<file path="src/rtl/csa_pkg.sv">
// Shared types and default widths for the carry-save accumulator controller.
package csa_pkg;

  localparam int CSA_W_DEF     = 4;
  localparam int CSA_ACC_W_DEF = 6;

  typedef enum logic [1:0] {
    ST_IDLE    = 2'd0,
    ST_ACCUM   = 2'd1,
    ST_RESOLVE = 2'd2,
    ST_DONE    = 2'd3
  } csa_state_t;

endpackage

</file>
<file path="src/rtl/csa_row.sv">
// One 3:2 carry-save compression row: bitwise sum and majority, purely combinational.
module csa_row #(
  parameter int N = 6
) (
  input  logic [N-1:0] a,
  input  logic [N-1:0] b,
  input  logic [N-1:0] c,
  output logic [N-1:0] s,
  output logic [N-1:0] m
);

  assign s = a ^ b ^ c;
  assign m = (a & b) | (a & c) | (b & c);

endmodule

</file>
<file path="src/rtl/csa_accum_ctrl.sv">
// Carry-save accumulator with job sequencing and a single final carry-propagate add.
// Optional overflow flag and widened internal vectors enabled by CSA_ACCUM_OVF_EN.
//
// state   | meaning
// IDLE    | waiting for start; samples num_ops
// ACCUM   | accepting operands into the sum/carry vectors
// RESOLVE | one-cycle final add into the result register
// DONE    | result held until res_ready
module csa_accum_ctrl
  import csa_pkg::*;
#(
  parameter int W     = CSA_W_DEF,
  parameter int ACC_W = CSA_ACC_W_DEF
) (
  input  logic             clk,
  input  logic             rst,
  input  logic             start,
  input  logic [3:0]       num_ops,
  input  logic             op_valid,
  input  logic [W-1:0]     op_data,
  output logic             op_ready,
  output logic             res_valid,
  output logic [ACC_W-1:0] res_data,
  input  logic             res_ready,
  output logic             busy
`ifdef CSA_ACCUM_OVF_EN
  ,output logic            ovf
`endif
);

`ifdef CSA_ACCUM_OVF_EN
  localparam int INT_W = ACC_W + 4;
`else
  localparam int INT_W = ACC_W;
`endif

  csa_state_t       state_q, state_d;
  logic [3:0]       rem_q, rem_d;
  logic [INT_W-1:0] sum_q, sum_d;
  logic [INT_W-1:0] carry_q, carry_d;
  logic [ACC_W-1:0] res_q, res_d;

  logic [INT_W-1:0] x_ext;
  logic [INT_W-1:0] c_shift;
  logic [INT_W-1:0] row_s;
  logic [INT_W-1:0] row_m;
  logic [INT_W-1:0] total;
  logic             accept;

  assign x_ext   = INT_W'(op_data);
  assign c_shift = carry_q << 1;
  assign total   = sum_q + c_shift;
  assign accept  = (state_q == ST_ACCUM) && op_valid;

  csa_row #(.N(INT_W)) u_row (
    .a (sum_q),
    .b (c_shift),
    .c (x_ext),
    .s (row_s),
    .m (row_m)
  );

`ifdef CSA_ACCUM_OVF_EN
  logic ovf_q, ovf_d;
`endif

  always_comb begin
    state_d = state_q;
    rem_d   = rem_q;
    sum_d   = sum_q;
    carry_d = carry_q;
    res_d   = res_q;
`ifdef CSA_ACCUM_OVF_EN
    ovf_d   = ovf_q;
`endif
    case (state_q)
      ST_IDLE: begin
        if (start) begin
          sum_d   = '0;
          carry_d = '0;
          rem_d   = num_ops;
          state_d = (num_ops == 4'd0) ? ST_RESOLVE : ST_ACCUM;
        end
      end
      ST_ACCUM: begin
        if (accept) begin
          sum_d   = row_s;
          carry_d = row_m;
          rem_d   = rem_q - 4'd1;
          if (rem_q == 4'd1) state_d = ST_RESOLVE;
        end
      end
      ST_RESOLVE: begin
        res_d   = total[ACC_W-1:0];
`ifdef CSA_ACCUM_OVF_EN
        ovf_d   = |total[INT_W-1:ACC_W];
`endif
        state_d = ST_DONE;
      end
      ST_DONE: begin
        if (res_ready) state_d = ST_IDLE;
      end
      default: state_d = ST_IDLE;
    endcase
  end

  always_ff @(posedge clk) begin
    if (rst) begin
      state_q <= ST_IDLE;
      rem_q   <= '0;
      sum_q   <= '0;
      carry_q <= '0;
      res_q   <= '0;
    end else begin
      state_q <= state_d;
      rem_q   <= rem_d;
      sum_q   <= sum_d;
      carry_q <= carry_d;
      res_q   <= res_d;
    end
  end

`ifdef CSA_ACCUM_OVF_EN
  always_ff @(posedge clk) begin
    if (rst) ovf_q <= 1'b0;
    else     ovf_q <= ovf_d;
  end

  // Flag is only meaningful alongside a valid result.
  assign ovf = ovf_q && (state_q == ST_DONE);
`endif

  assign op_ready  = (state_q == ST_ACCUM);
  assign res_valid = (state_q == ST_DONE);
  assign res_data  = res_q;
  assign busy      = (state_q != ST_IDLE);

endmodule

</file>
<file path="config.mk">
export PLATFORM = sky130hd
export DESIGN_NAME = csa_accum_ctrl
export DESIGN_NICKNAME = d
export VERILOG_FILES = /design/src/rtl/csa_pkg.sv /design/src/rtl/csa_row.sv /design/src/rtl/csa_accum_ctrl.sv
export SDC_FILE = /design/constraint.sdc
export NUM_CORES = 1
export LEC_CHECK = 0
export ABC_AREA = 1
export CAP_MARGIN = 20
export CELL_PAD_IN_SITES_DETAIL_PLACEMENT = 0
export CELL_PAD_IN_SITES_GLOBAL_PLACEMENT = 1
export CORE_ASPECT_RATIO = 1.75
export CORE_MARGIN = 5
export CORE_UTILIZATION = 38
export DETAILED_ROUTE_END_ITERATION = 8
export PLACE_DENSITY_LB_ADDON = 0.2
export SYNTH_ARGS = -nofsm -noshare
export SYNTH_HDL_FRONTEND = slang
export SYNTH_SLANG_ARGS = --single-unit
</file>
<file path="constraint.sdc">
create_clock -name clk -period 1.85 [get_ports clk]
set_clock_uncertainty 0.15 [all_clocks]
set_input_delay 0.185 -clock clk [delete_from_list [all_inputs] [get_ports clk]]
set_output_delay 0.185 -clock clk [all_outputs]
set_load 0.05 [all_outputs]
</file>
-- Word-level counts from Yosys, hierarchy flattened
Cells that the tools add are included.
Widths: inputs -> output; s select.
- register bits after elaboration: 23
- output and inout bits: 9
- mux-type cells: 14
- reductions and logical operators: 7
- equality and inequality tests: 8
- add/subtract/negate cells: 2
- bitwise gates (word level): 7
- operators with widths (cell ; number):
    $mux 6 ; 2
    $pmux 6 s2 ; 1
    $and 5x4->5 ; 2
    $mux 2 ; 5
    $or 5x5->5 ; 2
    $pmux 5 s2 ; 1
    $mux 4 ; 2
    $pmux 2 s4 ; 1
    $pmux 4 s2 ; 1
    $add 6x6->6 ; 1
    $ne 2x1->1 const B ; 3
    $xor 6x4->6 ; 1
    $xor 6x6->6 ; 1
    $and 5x5->5 ; 1
    $mux 5 ; 1
    $eq 2x2->1 const B ; 2
    $eq 4x1->1 const B ; 1
    $logic_not 4->1 ; 1
    $reduce_and 4->1 ; 1
    $reduce_bool 2->1 ; 2
    $sub 4x1->4 const B ; 1
    $reduce_and 3->1 ; 1
    $eq 2x1->1 const B ; 1
    $logic_not 2->1 ; 1
    2 further kinds ; 2

-- Depth between registers and ports, before layout
- depth after elaboration: 5
- gate-level depth with buffers: 10
- mapped depth without buffers: 9

-- Modules after synthesis
Synthesis repeated with hierarchy kept, for this count alone.
- cells, all modules: 185
- area total of the unflattened synthesis: 1545.2 um^2
- modules (own cells, without submodules) (module ; cells an instance ; instances ; area an instance (um^2)):
    csa_accum_ctrl ; 179 ; 1 ; 1425.1
    csa_row ; 6 ; 1 ; 120.1

-- Worst setup path after synthesis
No wires, ideal clock.
- path type: register to register
- from: reg state_q[1]
- to: reg sum_q[1]
- period minus slack after synthesis: 1.919 ns
- path slack: -0.069 ns
- cell stages (with the launch flop): 11
- arrival time: 1.629 ns
- required time: 1.559 ns
- path through: dfxtp_1 -> inv_1 -> ha_1 -> nand2_2 -> nand2_1 -> inv_2 -> nand2_1 -> inv_2 -> buf_12 -> nand2_2 -> a21oi_2
- longest elaborated chain between the ends: 4
- RTL lines (element ; RTL line ; RTL):
    start: declaration ; csa_accum_ctrl.sv:37 ; csa_state_t state_q, state_d;
    start signal: assignment ; csa_accum_ctrl.sv:115 ; state_q <= state_d;
    $eq 2x1->1 * ; n/a ;
    via op_ready ; csa_accum_ctrl.sv:21 ; output logic op_ready,
    $logic_and 1x1->1 ; csa_accum_ctrl.sv:53 ; assign accept = (state_q == ST_ACCUM) && op_valid;
    $ne 2x1->1 (no line) ; n/a ;
    $reduce_and 3->1 (no line) ; n/a ;
    end signal: assignment ; csa_accum_ctrl.sv:117 ; sum_q <= sum_d;
    end: declaration ; csa_accum_ctrl.sv:39 ; logic [INT_W-1:0] sum_q, sum_d;
The timed path passes the listed nets; every way through them passes the cells marked *.
A chain may end at the register's enable or synchronous reset.

-- Final worst setup path
- from: reg res_q[0], in the netlist res_data[0]
- to: out res_data[0]
- RTL lines (element ; RTL line ; RTL):
    start: declaration ; csa_accum_ctrl.sv:41 ; logic [ACC_W-1:0] res_q, res_d;
    start signal: assignment ; csa_accum_ctrl.sv:119 ; res_q <= res_d;
    end: declaration ; csa_accum_ctrl.sv:23 ; output logic [ACC_W-1:0] res_data,
No word-level cell between the ends.

==> impl_metrics.csv <==
group,metric,value,unit
timing,finalSetupViolations,0,
yosys,synthDominantAreaCellType,"dfxtp_1",
clocking,cts_resized,0,
place,dp_worst_setup_slack,143.7,ps
clocking,clkTransAtPathRegs,80,ps
timing,finalMaxSlewViolations,0,
timing,worstMarginPinSlew,495.2,ps
layout,syn2layout_area_growth,20.90,%
critical_path,critical_path_required,1510,ps
timing,timing.final.crit_share,0.9360,
yosys,postSynth.topFlopCell,"dfxtp_1",
place,gp_routability_congestion,0.8008,
grt,grt_overflow_total,0,
clocking,insertion_delay,260,ps
yosys,yosys_register_bits,23,
grt,grt_util_all_layers,0.1257,
drt,detailedRoute.firstPassIterationCount,4,
power_and_ir_drop,max-vdd-ir-drop,0.0007372,V
timing,period_needed,1732,ps
yosys,synth_top_area_frac,0.3315,
clocking,clock_sinks,23,
critical_path,reg2reg_slack,130,ps
power_and_ir_drop,design_power_total,2.175,mW
status,status,"finished, final reports clean",
critical_path,critical_path_arrival,1400,ps
grt,use_met1,0.1243,
clocking,cts-buffers-inserted,3,
critical_path,crit_fanout,2,
power_and_ir_drop,power_density_of_the_placed_cells,1296,nW/um^2
die,floorplan.die.height,89.98,um
critical_path,start_kind,"register",
layout,final_layout_size_suffix_gt1_frac,0.1765,
grt,grt_start_max_net_pins,19,
die,horizontal_extent_of_the_die,55.70,um
yosys,postSynthNetCount,211,
drt,drt_drc_violations_left,0,
yosys,synth.lib_cells_used.distinct,19,
critical_path,worst-setup-path-type,"reg2out",
yosys,post_synth_design_cell_area,1389,sq um
critical_path,path_buf_inv,1,
yosys,ys_seq_area_frac,0.3315,
layout,antenna_cell_count,0,
flow_run,drv.max_cap_violation_count,0,
yosys,post_synth_most_frequent_cells,"nand2_1 (42), dfxtp_1 (23), nor2_1 (23), inv_1 (19), nand3_1 (12)",
die,floorplan.initialDensity,0.3866,
power_and_ir_drop,power.static_leakage,0.7627,nW
timing,layout_setup_ws,118.5,ps
layout,finalInstanceArea,1679,sq um
drt,antenna_violating_nets_post_route,0,
clocking,cts_hold_repair.buffers,0,
yosys,yosysMostFrequentCell,"nand2_1",
die,die_area,5012,sq um
yosys,syn-mean-instance-area,7.589,sq um
timing,max_freq,0.5775,GHz
layout,fin_nets,233,
drt,vias,1143,
die,io_pins,22,
clocking,htree_num_levels,1,
timing,max_slew_margin,0.6688,
min_path,hold_class,"reg2reg",
grt,use_met2,0.2530,
critical_path,crit_chain,"clkdlybuf4s50_1",
die,rows,29,
clocking,cts.repair_timing.setup_buffer_count,0,
grt,grt_pass1_wl,5292,um
critical_path,cpLargestDelayFamily,"buffers and inverters",
timing,grt_setup_unrepaired,"true",
clocking,ctsLongestPathBuffers,2,
drt,drt-wirelength-per-cell,11.70,um
critical_path,crit_slowest_cell,"clkdlybuf4s50_1",
drt,vias_per_inst,4.572,
die,core,3592,sq um
grt,antenna_found_initial,0,
clocking,cts_root_buffer,"clkbuf_8",
grt,use_met3,0.02722,
yosys,ys_top_cells_by_area,"dfxtp_1 (33%), nand2_1 (11%), ha_1 (9.9%)",
grt,first_global_vias,1238,
yosys,yosysWarningCount,0,
timing,final_hold_viol_count,0,
critical_path,timing.critical_path.to_type,"output pin",
place,port-buffer-count,21,
yosys,async_reset_ff_frac,0,
drt,drt-total-wl,2926,um
critical_path,cpPeakStageDelay,800,ps
place,hpwl,2378,um
clocking,cts_tree,"yes",
layout,final_cells,250,
place,dp.cells,246,
yosys,netlist_instances,183,
yosys,number_of_flops_mapped_to_enable_cells_by_yosys,0,
drt,initialDrtViolationCount,22,
place,place_area,1634,sq um
grt,gr-max-usage-layer,"met2",
==> routing by layer <==
metal,wire length (um),vias to the layer above,share of wire
met5,0,-,0
met4,33,0,0.011
met3,102,4,0.035
met2,1671,16,0.57
met1,1118,508,0.38
li1,-,615,-
==> sequential cells by signal, indices dropped and copies added, names as in the netlist <==
signal / flops
carry_q: 5
state_q: 2
sum_q: 6
res_data: 6
rem_q: 4
==> final timing paths <==
| check | startpoint | end | cells after the start |
|---|---|---|---|
| max | res_data[0]$_SDFFE_PP0P_ | res_data[0] | 1 |
| min | rem_q[3]$_SDFFE_PP0P_ | rem_q[3]$_SDFFE_PP0P_ | 2 |
| max reg2reg | state_q[1]$_SDFFE_PP0P_ | sum_q[2]$_SDFFE_PP0P_ | 9 |
| min reg2reg | rem_q[3]$_SDFFE_PP0P_ | rem_q[3]$_SDFFE_PP0P_ | 2 |
==> through the flow <==
step,utilization,TNS (ps),hold WS (ps)
3_5_place_dp,0.4549,0,321.4
3_3_place_gp,0.4549,0,317.3
4_1_cts,0.4674,0,334.3
6_report,0.4674,0,333.0
5_1_grt,0.4674,-19.99,363.8
2_1_floorplan,-,0,273.3
==> worst register-to-register path, stage by stage, from the launching register on <==
cell and delay, ps:
dfxtp_1 380, inv_1 90, ha_2 260, nand2_2 130, nand2_1 70, inv_2 60
nand2_1 60, inv_2 240, nand2_1 90, a21oi_1 130
==> cells by family after synthesis <==
logic type,share of synthesized area
DFF,0.3315
buffers and inverters,0.09189
and+or+nand+nor,0.2892
adders and majority gates,0.1568
xor gates and xnor gates,0.006307
AOI/OAI and AO/OA,0.1243
==> placed cells by master (no fill, tap or decap) <==
cell type / netlist / final
inv_1: 19 / 19
nand2_2: 11 / 11
clkbuf_1: 1 / 1
ha_2: 0 / 1
clkdlybuf4s50_1: 0 / 16
dfxtp_1: 23 / 23
buf_12: 1 / 2
nor2_1: 23 / 23
buf_4: 0 / 4
a21oi_1: 7 / 7
xor2_1: 1 / 1
o21ai_0: 10 / 10
clkbuf_8: 0 / 3
a21oi_2: 10 / 10
nand2_1: 42 / 42
nand3_1: 12 / 12
ha_1: 11 / 10
inv_2: 3 / 3
fa_1: 4 / 4
nand2_4: 1 / 1
nand3_4: 1 / 1
==> final cells by class <==
| type | count | area, sq um |
|---|---|---|
| Fill cell | 352 | 1913 |
| Clock buffer | 4 | 45.04 |
| Inverter | 22 | 82.58 |
| Multi-Input combinational cell | 133 | 803.3 |
| Timing Repair Buffer | 22 | 230.2 |
| Tap cell | 46 | 57.56 |
| Sequential cell | 23 | 460.4 |
==> report_power, final <==
part / total (mW) / internal, mW / switching [mW]
clock: 0.312 / 0.154 / 0.158
sequential: 0.690 / 0.608 / 0.0822
combinational: 1.17 / 0.415 / 0.759
No activity file was read; power rests on OpenSTA's default activity.
